===== config.mk =====
export PLATFORM = sky130hd
export DESIGN_NAME = chain_score_pipe_flat
export DESIGN_NICKNAME = d
export VERILOG_FILES = /design/src/rtl/chain_score_pkg.sv /design/src/rtl/chain_score_pipe_if.sv /design/src/rtl/ilog2_prio.sv /design/src/rtl/chain_score_pipe.sv /design/src/flat_wrapper.sv
export SDC_FILE = /design/constraint.sdc
export NUM_CORES = 2
export LEC_CHECK = 0
export CORE_ASPECT_RATIO = 0.8
export CORE_UTILIZATION = 63
export CTS_CLUSTER_SIZE = 14
export DETAILED_ROUTE_END_ITERATION = 16
export PLACE_DENSITY = 0.92
export SLEW_MARGIN = 5
export SYNTH_ARGS = -nofsm -noshare
export SYNTH_HDL_FRONTEND = slang
export SYNTH_SLANG_ARGS = --single-unit

===== constraint.sdc =====
create_clock -name clk -period 17.4 [get_ports clk]
set_input_delay 2.61 -clock clk [delete_from_list [all_inputs] [get_ports clk]]
set_output_delay 2.61 -clock clk [all_outputs]
set_load 0.1 [all_outputs]

===== src/rtl/chain_score_pkg.sv =====
// Shared widths and arithmetic helpers for the chaining-score pipeline.
//   - default widths for coordinates, gap coefficient and score
//   - neg_inf(w):        most negative w-bit two's complement value
//   - sat_sub(a, b, w):  a - b on non-negative operands, clamped to the w-bit signed range
// Helpers work on SAT_W-bit containers; callers cast the result down to their width,
// so any width up to SAT_W-1 bits is supported.
package chain_score_pkg;

   localparam int unsigned DATA_W_DEF  = 32;
   localparam int unsigned COEF_W_DEF  = 16;
   localparam int unsigned FRAC_W_DEF  = 8;
   localparam int unsigned SCORE_W_DEF = 32;
   localparam int unsigned SAT_W       = 64;

   // Bit (w-1) set, all others clear: the w-bit NEG_INF pattern in the low bits.
   function automatic logic [SAT_W-1:0] neg_inf(input int unsigned w);
      return SAT_W'(1) << (w - 1);
   endfunction

   // Signed difference of two unsigned operands, saturated to [-2^(w-1), 2^(w-1)-1].
   function automatic logic [SAT_W-1:0] sat_sub(input logic [SAT_W-1:0] a,
                                                input logic [SAT_W-1:0] b,
                                                input int unsigned      w);
      logic        [SAT_W:0] lim;
      logic signed [SAT_W:0] d;
      logic signed [SAT_W:0] hi;
      logic signed [SAT_W:0] lo;
      lim = (SAT_W+1)'(1) << (w - 1);
      hi  = $signed(lim - (SAT_W+1)'(1));
      lo  = -$signed(lim);
      d   = $signed({1'b0, a}) - $signed({1'b0, b});
      if (d > hi)      return SAT_W'(hi);
      else if (d < lo) return SAT_W'(lo);
      else             return SAT_W'(d);
   endfunction

endpackage


===== src/rtl/chain_score_pipe_if.sv =====
// Handshake bus of the chaining-score pipeline.
//   input side : in_valid/in_ready, ri_x, ri_y, qi_x, qi_y, w, gap_coef (+ band)
//   output side: out_valid/out_ready, out_score, out_ok
// band exists only when CHAIN_SCORE_BAND_EN is defined.
// Modports: slave = the pipeline, master = the scheduler/consumer driving it.
interface chain_score_pipe_if
   import chain_score_pkg::*;
#(
   parameter int unsigned DATA_W  = DATA_W_DEF,
   parameter int unsigned COEF_W  = COEF_W_DEF,
   parameter int unsigned SCORE_W = SCORE_W_DEF
);
   logic                in_valid;
   logic                in_ready;
   logic [DATA_W-1:0]   ri_x;
   logic [DATA_W-1:0]   ri_y;
   logic [DATA_W-1:0]   qi_x;
   logic [DATA_W-1:0]   qi_y;
   logic [DATA_W-1:0]   w;
   logic [COEF_W-1:0]   gap_coef;
`ifdef CHAIN_SCORE_BAND_EN
   logic [DATA_W-1:0]   band;
`endif
   logic                out_valid;
   logic                out_ready;
   logic [SCORE_W-1:0]  out_score;
   logic                out_ok;

   modport slave (
`ifdef CHAIN_SCORE_BAND_EN
      input  band,
`endif
      input  in_valid, ri_x, ri_y, qi_x, qi_y, w, gap_coef, out_ready,
      output in_ready, out_valid, out_score, out_ok
   );

   modport master (
`ifdef CHAIN_SCORE_BAND_EN
      output band,
`endif
      output in_valid, ri_x, ri_y, qi_x, qi_y, w, gap_coef, out_ready,
      input  in_ready, out_valid, out_score, out_ok
   );
endinterface


===== src/rtl/ilog2_prio.sv =====
// Combinational priority encoder: o_log_c = floor(log2(i_v)), 0 when i_v == 0.
//   i_v     : W-bit unsigned value
//   o_log_c : index of the highest set bit
module ilog2_prio #(
   parameter  int unsigned W  = 32,
   localparam int unsigned LW = (W > 1) ? $clog2(W) : 1
) (
   input  logic [W-1:0]  i_v,
   output logic [LW-1:0] o_log_c
);
   // Ascending scan: the last hit is the most significant set bit.
   always_comb begin
      o_log_c = '0;
      for (int i = 0; i < int'(W); i++) begin
         if (i_v[i]) o_log_c = LW'(i);
      end
   end
endmodule


===== src/rtl/chain_score_pipe.sv =====
// Chaining-score pipeline: score = min(dr, dq, w) - (gap*gap_coef + ilog2(gap)/2).
// Five register stages, one pair per cycle, valid/ready with a single global enable.
//   clk, reset : clock, asynchronous active-high reset
//   bus        : chain_score_pipe_if.slave (input pair handshake, result handshake)
// Optional build macro CHAIN_SCORE_BAND_EN adds the band port and the gap <= band check.
// Illegal pairs keep their slot and come out with out_ok=0 and out_score=NEG_INF.
module chain_score_pipe
   import chain_score_pkg::*;
#(
   parameter int unsigned DATA_W  = DATA_W_DEF,
   parameter int unsigned COEF_W  = COEF_W_DEF,
   parameter int unsigned FRAC_W  = FRAC_W_DEF,
   parameter int unsigned SCORE_W = SCORE_W_DEF
) (
   input logic              clk,
   input logic              reset,
   chain_score_pipe_if.slave bus
);
   localparam int unsigned PW = DATA_W + COEF_W;
   localparam int unsigned LW = (DATA_W > 1) ? $clog2(DATA_W) : 1;
   localparam int unsigned BW = (PW + 1 > SCORE_W) ? PW + 1 : SCORE_W;
   localparam logic [BW-1:0] B_MAX = (BW'(1) << (SCORE_W - 1)) - BW'(1);

   // Stage registers
   logic               r1_v, r2_v, r3_v, r4_v, r5_v;
   logic               r1_ok, r2_ok, r3_ok, r4_ok, r5_ok;
   logic [DATA_W-1:0]  r1_dr, r1_dq, r1_w;
   logic [COEF_W-1:0]  r1_coef, r2_coef;
`ifdef CHAIN_SCORE_BAND_EN
   logic [DATA_W-1:0]  r1_band;
`endif
   logic [DATA_W-1:0]  r2_gap, r2_mn, r2_w;
   logic [DATA_W-1:0]  r3_a;
   logic [PW-1:0]      r3_prod;
   logic [LW-1:0]      r3_lg;
   logic               r3_gap_nz;
   logic [DATA_W-1:0]  r4_a;
   logic [SCORE_W-1:0] r4_b;
   logic [SCORE_W-1:0] r5_score;

   // Datapath wires
   logic               w_en;
   logic [DATA_W-1:0]  w_dr, w_dq;
   logic               w_ok1;
   logic [DATA_W-1:0]  w_d_rq, w_d_qr, w_gap, w_mn;
   logic               w_rge, w_ok2;
   logic [DATA_W-1:0]  w_a;
   logic [PW-1:0]      w_prod;
   logic [LW-1:0]      w_log;
   logic [PW-1:0]      w_lin;
   logic [BW-1:0]      w_bsum, w_b;
   logic [SCORE_W-1:0] w_score;

   // Any output slot that is empty or being drained lets the whole pipe advance.
   assign w_en         = !r5_v || bus.out_ready;
   assign bus.in_ready = w_en;

   // S1: raw differences and ordering check
   assign w_dr  = bus.ri_x - bus.ri_y;
   assign w_dq  = bus.qi_x - bus.qi_y;
   assign w_ok1 = (bus.ri_x > bus.ri_y) && (bus.qi_x > bus.qi_y);

   // S2: |dr - dq| from both subtractions, selected by the compare
   assign w_rge  = r1_dr >= r1_dq;
   assign w_d_rq = r1_dr - r1_dq;
   assign w_d_qr = r1_dq - r1_dr;
   assign w_gap  = w_rge ? w_d_rq : w_d_qr;
   assign w_mn   = w_rge ? r1_dq  : r1_dr;
`ifdef CHAIN_SCORE_BAND_EN
   assign w_ok2  = r1_ok && (w_gap <= r1_band);
`else
   assign w_ok2  = r1_ok;
`endif

   // S3: span clamp, linear gap product, log term
   assign w_a    = (r2_mn < r2_w) ? r2_mn : r2_w;
   assign w_prod = PW'(r2_gap) * PW'(r2_coef);

   ilog2_prio #(.W(DATA_W)) u_ilog2 (
      .i_v     (r2_gap),
      .o_log_c (w_log)
   );

   // S4: drop the fraction, add the log term, clamp to the positive score range
   assign w_lin  = r3_prod >> FRAC_W;
   assign w_bsum = BW'(w_lin) + BW'(r3_lg);
   assign w_b    = !r3_gap_nz        ? '0    :
                   (w_bsum > B_MAX) ? B_MAX : w_bsum;

   // S5: saturating score, NEG_INF for illegal pairs
   assign w_score = r4_ok ? SCORE_W'(sat_sub(SAT_W'(r4_a), SAT_W'(r4_b), SCORE_W))
                          : SCORE_W'(neg_inf(SCORE_W));

   // Pipeline registers: everything advances or everything holds
   always_ff @(posedge clk or posedge reset) begin
      if (reset) begin
         r1_v <= 1'b0; r2_v <= 1'b0; r3_v <= 1'b0; r4_v <= 1'b0; r5_v <= 1'b0;
         r1_ok <= 1'b0; r2_ok <= 1'b0; r3_ok <= 1'b0; r4_ok <= 1'b0; r5_ok <= 1'b0;
         r1_dr <= '0; r1_dq <= '0; r1_w <= '0; r1_coef <= '0;
`ifdef CHAIN_SCORE_BAND_EN
         r1_band <= '0;
`endif
         r2_gap <= '0; r2_mn <= '0; r2_w <= '0; r2_coef <= '0;
         r3_a <= '0; r3_prod <= '0; r3_lg <= '0; r3_gap_nz <= 1'b0;
         r4_a <= '0; r4_b <= '0;
         r5_score <= '0;
      end else if (w_en) begin
         r1_v    <= bus.in_valid;
         r1_ok   <= w_ok1;
         r1_dr   <= w_dr;
         r1_dq   <= w_dq;
         r1_w    <= bus.w;
         r1_coef <= bus.gap_coef;
`ifdef CHAIN_SCORE_BAND_EN
         r1_band <= bus.band;
`endif
         r2_v    <= r1_v;
         r2_ok   <= w_ok2;
         r2_gap  <= w_gap;
         r2_mn   <= w_mn;
         r2_w    <= r1_w;
         r2_coef <= r1_coef;

         r3_v      <= r2_v;
         r3_ok     <= r2_ok;
         r3_a      <= w_a;
         r3_prod   <= w_prod;
         r3_lg     <= w_log >> 1;
         r3_gap_nz <= (r2_gap != '0);

         r4_v  <= r3_v;
         r4_ok <= r3_ok;
         r4_a  <= r3_a;
         r4_b  <= SCORE_W'(w_b);

         r5_v     <= r4_v;
         r5_ok    <= r4_ok;
         r5_score <= w_score;
      end
   end

   assign bus.out_valid = r5_v;
   assign bus.out_score = r5_score;
   assign bus.out_ok    = r5_ok;

endmodule


===== src/flat_wrapper.sv =====
// flat-port wrapper written by rule: the top's interface ports become plain ports
module chain_score_pipe_flat import chain_score_pkg::*;
#(
   parameter int unsigned DATA_W  = DATA_W_DEF,
   parameter int unsigned COEF_W  = COEF_W_DEF,
   parameter int unsigned FRAC_W  = FRAC_W_DEF,
   parameter int unsigned SCORE_W = SCORE_W_DEF
)
  (clk, reset, bus_in_valid, bus_ri_x, bus_ri_y, bus_qi_x, bus_qi_y, bus_w, bus_gap_coef, bus_out_ready, bus_in_ready, bus_out_valid, bus_out_score, bus_out_ok);
  chain_score_pipe_if #(.DATA_W(DATA_W), .COEF_W(COEF_W), .SCORE_W(SCORE_W)) bus_i ();
  input logic clk;
  input logic reset;
  input wire logic [$bits(bus_i.in_valid)-1:0] bus_in_valid;
  input wire logic [$bits(bus_i.ri_x)-1:0] bus_ri_x;
  input wire logic [$bits(bus_i.ri_y)-1:0] bus_ri_y;
  input wire logic [$bits(bus_i.qi_x)-1:0] bus_qi_x;
  input wire logic [$bits(bus_i.qi_y)-1:0] bus_qi_y;
  input wire logic [$bits(bus_i.w)-1:0] bus_w;
  input wire logic [$bits(bus_i.gap_coef)-1:0] bus_gap_coef;
  input wire logic [$bits(bus_i.out_ready)-1:0] bus_out_ready;
  output wire logic [$bits(bus_i.in_ready)-1:0] bus_in_ready;
  output wire logic [$bits(bus_i.out_valid)-1:0] bus_out_valid;
  output wire logic [$bits(bus_i.out_score)-1:0] bus_out_score;
  output wire logic [$bits(bus_i.out_ok)-1:0] bus_out_ok;
  assign bus_i.in_valid = bus_in_valid;
  assign bus_i.ri_x = bus_ri_x;
  assign bus_i.ri_y = bus_ri_y;
  assign bus_i.qi_x = bus_qi_x;
  assign bus_i.qi_y = bus_qi_y;
  assign bus_i.w = bus_w;
  assign bus_i.gap_coef = bus_gap_coef;
  assign bus_i.out_ready = bus_out_ready;
  assign bus_in_ready = bus_i.in_ready;
  assign bus_out_valid = bus_i.out_valid;
  assign bus_out_score = bus_i.out_score;
  assign bus_out_ok = bus_i.out_ok;
  chain_score_pipe #(.DATA_W(DATA_W), .COEF_W(COEF_W), .FRAC_W(FRAC_W), .SCORE_W(SCORE_W)) u_core (.clk(clk), .reset(reset), .bus(bus_i));
endmodule

==> results.cfg <==
[run_status]
run_status = finished, final reports clean

[worst_setup_path]
crit_path_top_delay_cell = clkdlybuf4s50_1
crit_top_cell = clkdlybuf4s50_1
crit_arrival_ns = 5.59
critPathKind = primary input to output port
cp_max_fo = 128
slowest_delay_ns = 1.11
timing.rr.start = u_core.r2_coef[8]
cp_cell_sequence = clkdlybuf4s50_1 > nor2b_4 > buf_4 > inv_8 > clkdlybuf4s50_1
critical_path.top_delay_family = buffers and inverters
critPathRequiredTime_ns = 14.79
crit_path_start = bus_out_ready
ff2ff_setup_slack_ns = 9.62
crit_buf_inv = 4
crit_path_start_kind = primary input
setup.worst_path.end_class = output port

[clock_tree]
root_buffer = clkbuf_16
clk_pin_slew_ns = 0.05
insertion_delay_ns = 0.60
cts_setup_buffers = 0
holdBufCountCts = 0
h-tree-depth = 2
clock-sinks = 407
cts-buffers-inserted = 44
clk_path_buf_depth = 3
ctsResizeCount = 0
cts_tree = yes

[sta]
layout_min_cycle_time_ns = 8.20
relSlewSlack_pct = 8.95
slew_violations = 0
hold_viol = 0
tightest_slew_ns = 1.37
max_freq_ghz = 0.122
setup_viol = 0
rsz0062_at_grt = false
finClkSkew_ns = 0.0328
period_share_pct = 47.1
finalSetupTns_ns = 0

[routing]
wire_per_inst_um = 20.4
firstDrtPassIters = 8
drt_iter0_drc = 3942
drtAntennaViolNets = 0
drc = 0
vias = 36153
vias_per_cell = 6.15
routed_wl_mm = 120

[floorplan]
initial_core_util_pct = 63.7
die_x_um = 290
die-area_mm2 = 0.0675
ios = 215
rows = 84
core_mm2 = 0.0657
die_y_um = 233

[min_path]
hold_path_class = flip-flop to flip-flop
hold_path.startpoint = u_core.r1_coef[9]

[grt]
grt_max_degree = 129
grt.overflow.total = 0
grt_pass1_wl_mm = 191
antenna_found_initial = 1
grt_pass1_vias = 35968
track_usage_pct = 35.8

[synth]
yosysUniqueCellTypes = 93
ys.flop_type = dfrtp_1
synth_mux_area_share_pct = 1.24
synth_compound_area_share_pct = 15.1
synthXorXnorAreaFrac_pct = 3.56
synthArstFlopShare_pct = 100
yosysWarnings = 0
synth_nets = 5859
synthAdderAreaFrac_pct = 29.5
synth_top_family_by_area = adder cells
synth-edff-count = 0
syn_inst = 4945
ys_ff_latch = 407
synth_area_mm2 = 0.0419
synth_simple_gate_area_share_pct = 17.7
synth_area_per_cell_um2 = 8.47
ys_seq_area_share_pct = 24.3

[layout]
fillers = 4736
multi_input_area_mm2 = 0.0281
drive_gt1_share_pct = 3.15
area_growth_pct = 9.59
regArea_mm2 = 0.0102
fin_cells = 5877
layout.nets = 5894

[place]
dp_hpwl_mm = 87.9
place_inst = 5794
portBuffers = 214
gp_congestion = 0.960

[flow_run]
maxCapViolCount = 0
-- cells in the final DEF, fill, tap and decap left out, types with 7 or more instances in the layout --
master / n
o21ai_0: 213
or3_1: 15
xnor2_1: 83
and2_1: 213
nand2b_1: 20
nor4_1: 11
a211oi_1: 26
nand3_1: 62
ha_1: 311
nor2_1: 255
xor2_1: 87
nor3b_1: 8
nand4_1: 43
a21o_1: 116
inv_1: 680
a31oi_1: 22
nor2b_1: 26
o21a_1: 15
nand2_1: 867
clkdlybuf4s50_1: 214
nand3b_1: 7
clkbuf_8: 8
mux2i_1: 45
nor3_1: 32
and4_1: 16
dfrtp_1: 407
o31ai_1: 15
a21boi_0: 20
o211ai_1: 15
clkbuf_16: 45
fa_1: 423
a211o_1: 9
a221o_1: 33
a21oi_1: 398
clkinv_2: 9
and3_1: 34
buf_4: 32
o21bai_1: 33
-- per-layer routing --
layer | global-route usage [%] | vias to the layer above | wire length [um]
met4 | 14.8 | 0 | 5290
met3 | 9.85 | 369 | 15200
met5 | 0 | - | 0
li1 | - | 16108 | -
met1 | 49.5 | 17527 | 47900
met2 | 53.5 | 2149 | 51700
-- final timing paths --
check / endpoint / cells past startpoint
max in group asynchronous: u_core.bus.out_score[11] / 4
min: u_core.r1_coef[9] / 2
min reg2reg: u_core.r1_coef[9] / 2
min in group asynchronous: u_core.bus.out_valid / 2
max reg2reg: u_core.r3_prod[44] / 24
max: bus_in_ready / 5
-- worst reg2reg max path: stages, from the launching register on --
cell	delay, ns
dfrtp_1	0.93
buf_4	0.42
nand2_1	0.14
fa_1	0.57
inv_1	0.06
fa_1	0.49
inv_1	0.04
fa_1	0.47
inv_1	0.06
fa_1	0.51
fa_1	0.55
inv_1	0.06
fa_1	0.53
inv_1	0.04
ha_1	0.35
nand2_1	0.12
o21ai_0	0.33
a211o_1	0.16
a21oi_1	0.06
o41ai_1	0.69
a21oi_1	0.27
o211ai_1	0.37
a31oi_1	0.15
xor2_1	0.17
o21ai_0	0.09
-- cells in the mapped netlist (all sizes together), types with 27 or more instances --
library cell | instances | area [um^2]
xnor2 | 83 | 727
nor3 | 33 | 170
and3 | 34 | 213
nand4 | 43 | 269
dfrtp | 407 | 10200
ha | 311 | 3890
a221o | 33 | 330
nand3 | 62 | 310
nand2 | 868 | 3270
nor2 | 257 | 975
buf | 31 | 181
nor2b | 27 | 169
mux2i | 45 | 450
and2 | 213 | 1330
o21ai | 219 | 1100
o21bai | 34 | 267
clkbuf | 227 | 853
inv | 683 | 2560
a21o | 117 | 880
xor2 | 87 | 762
fa | 423 | 8470
a21oi | 402 | 2020
-- final cells by class --
| cell class | instances | share of cell area, % |
|---|---|---|
| clock inverter | 22 | 0.589 |
| timing repair buffer | 247 | 5.24 |
| antenna | 2 | 0.0109 |
| inverter | 683 | 5.62 |
| clock buffer | 59 | 2.74 |
| sequential | 407 | 22.2 |
| tap | 860 | 2.35 |
| multi-input combinational | 3597 | 61.3 |
-- sequential cells by signal, indices dropped and copies added (netlist names), 4 cells and up --
| name | flops |
|---|---|
| u_core.r1_w | 32 |
| u_core.r2_coef | 16 |
| u_core.r1_dr | 32 |
| u_core.r2_mn | 32 |
| u_core.r2_gap | 32 |
| u_core.r3_lg | 4 |
| u_core.r1_dq | 32 |
| u_core.r3_prod | 40 |
| u_core.r2_w | 32 |
| u_core.bus.out_score | 32 |
| u_core.r4_b | 32 |
| u_core.r4_a | 32 |
| u_core.r3_a | 32 |
| u_core.r1_coef | 16 |
-- cell families after synthesis --
group                    Yosys count
AO/OA/AOI/OAI                   1009
XOR/XNOR                         170
adder cells (fa/ha/maj)          734
buffers and inverters            941
flip-flops                       407
multiplexers                      51
AND/OR/NAND/NOR                 1633
-- metrics by stage --
step	area [um^2]	setup slack, ns	hold WS [ns]	util, %
3_5_place_dp	44300	9.30	0.457	67.5
4_1_cts	45900	9.30	0.471	69.8
5_1_grt	45900	9.15	0.494	69.8
6_report	45900	9.20	0.468	69.8
3_3_place_gp	44300	9.35	0.449	67.5
2_1_floorplan	41900	3.47	0.430	-
Power is not shown: default switching activity piles up to over one toggle a cycle in this logic, so the estimate is an artifact.
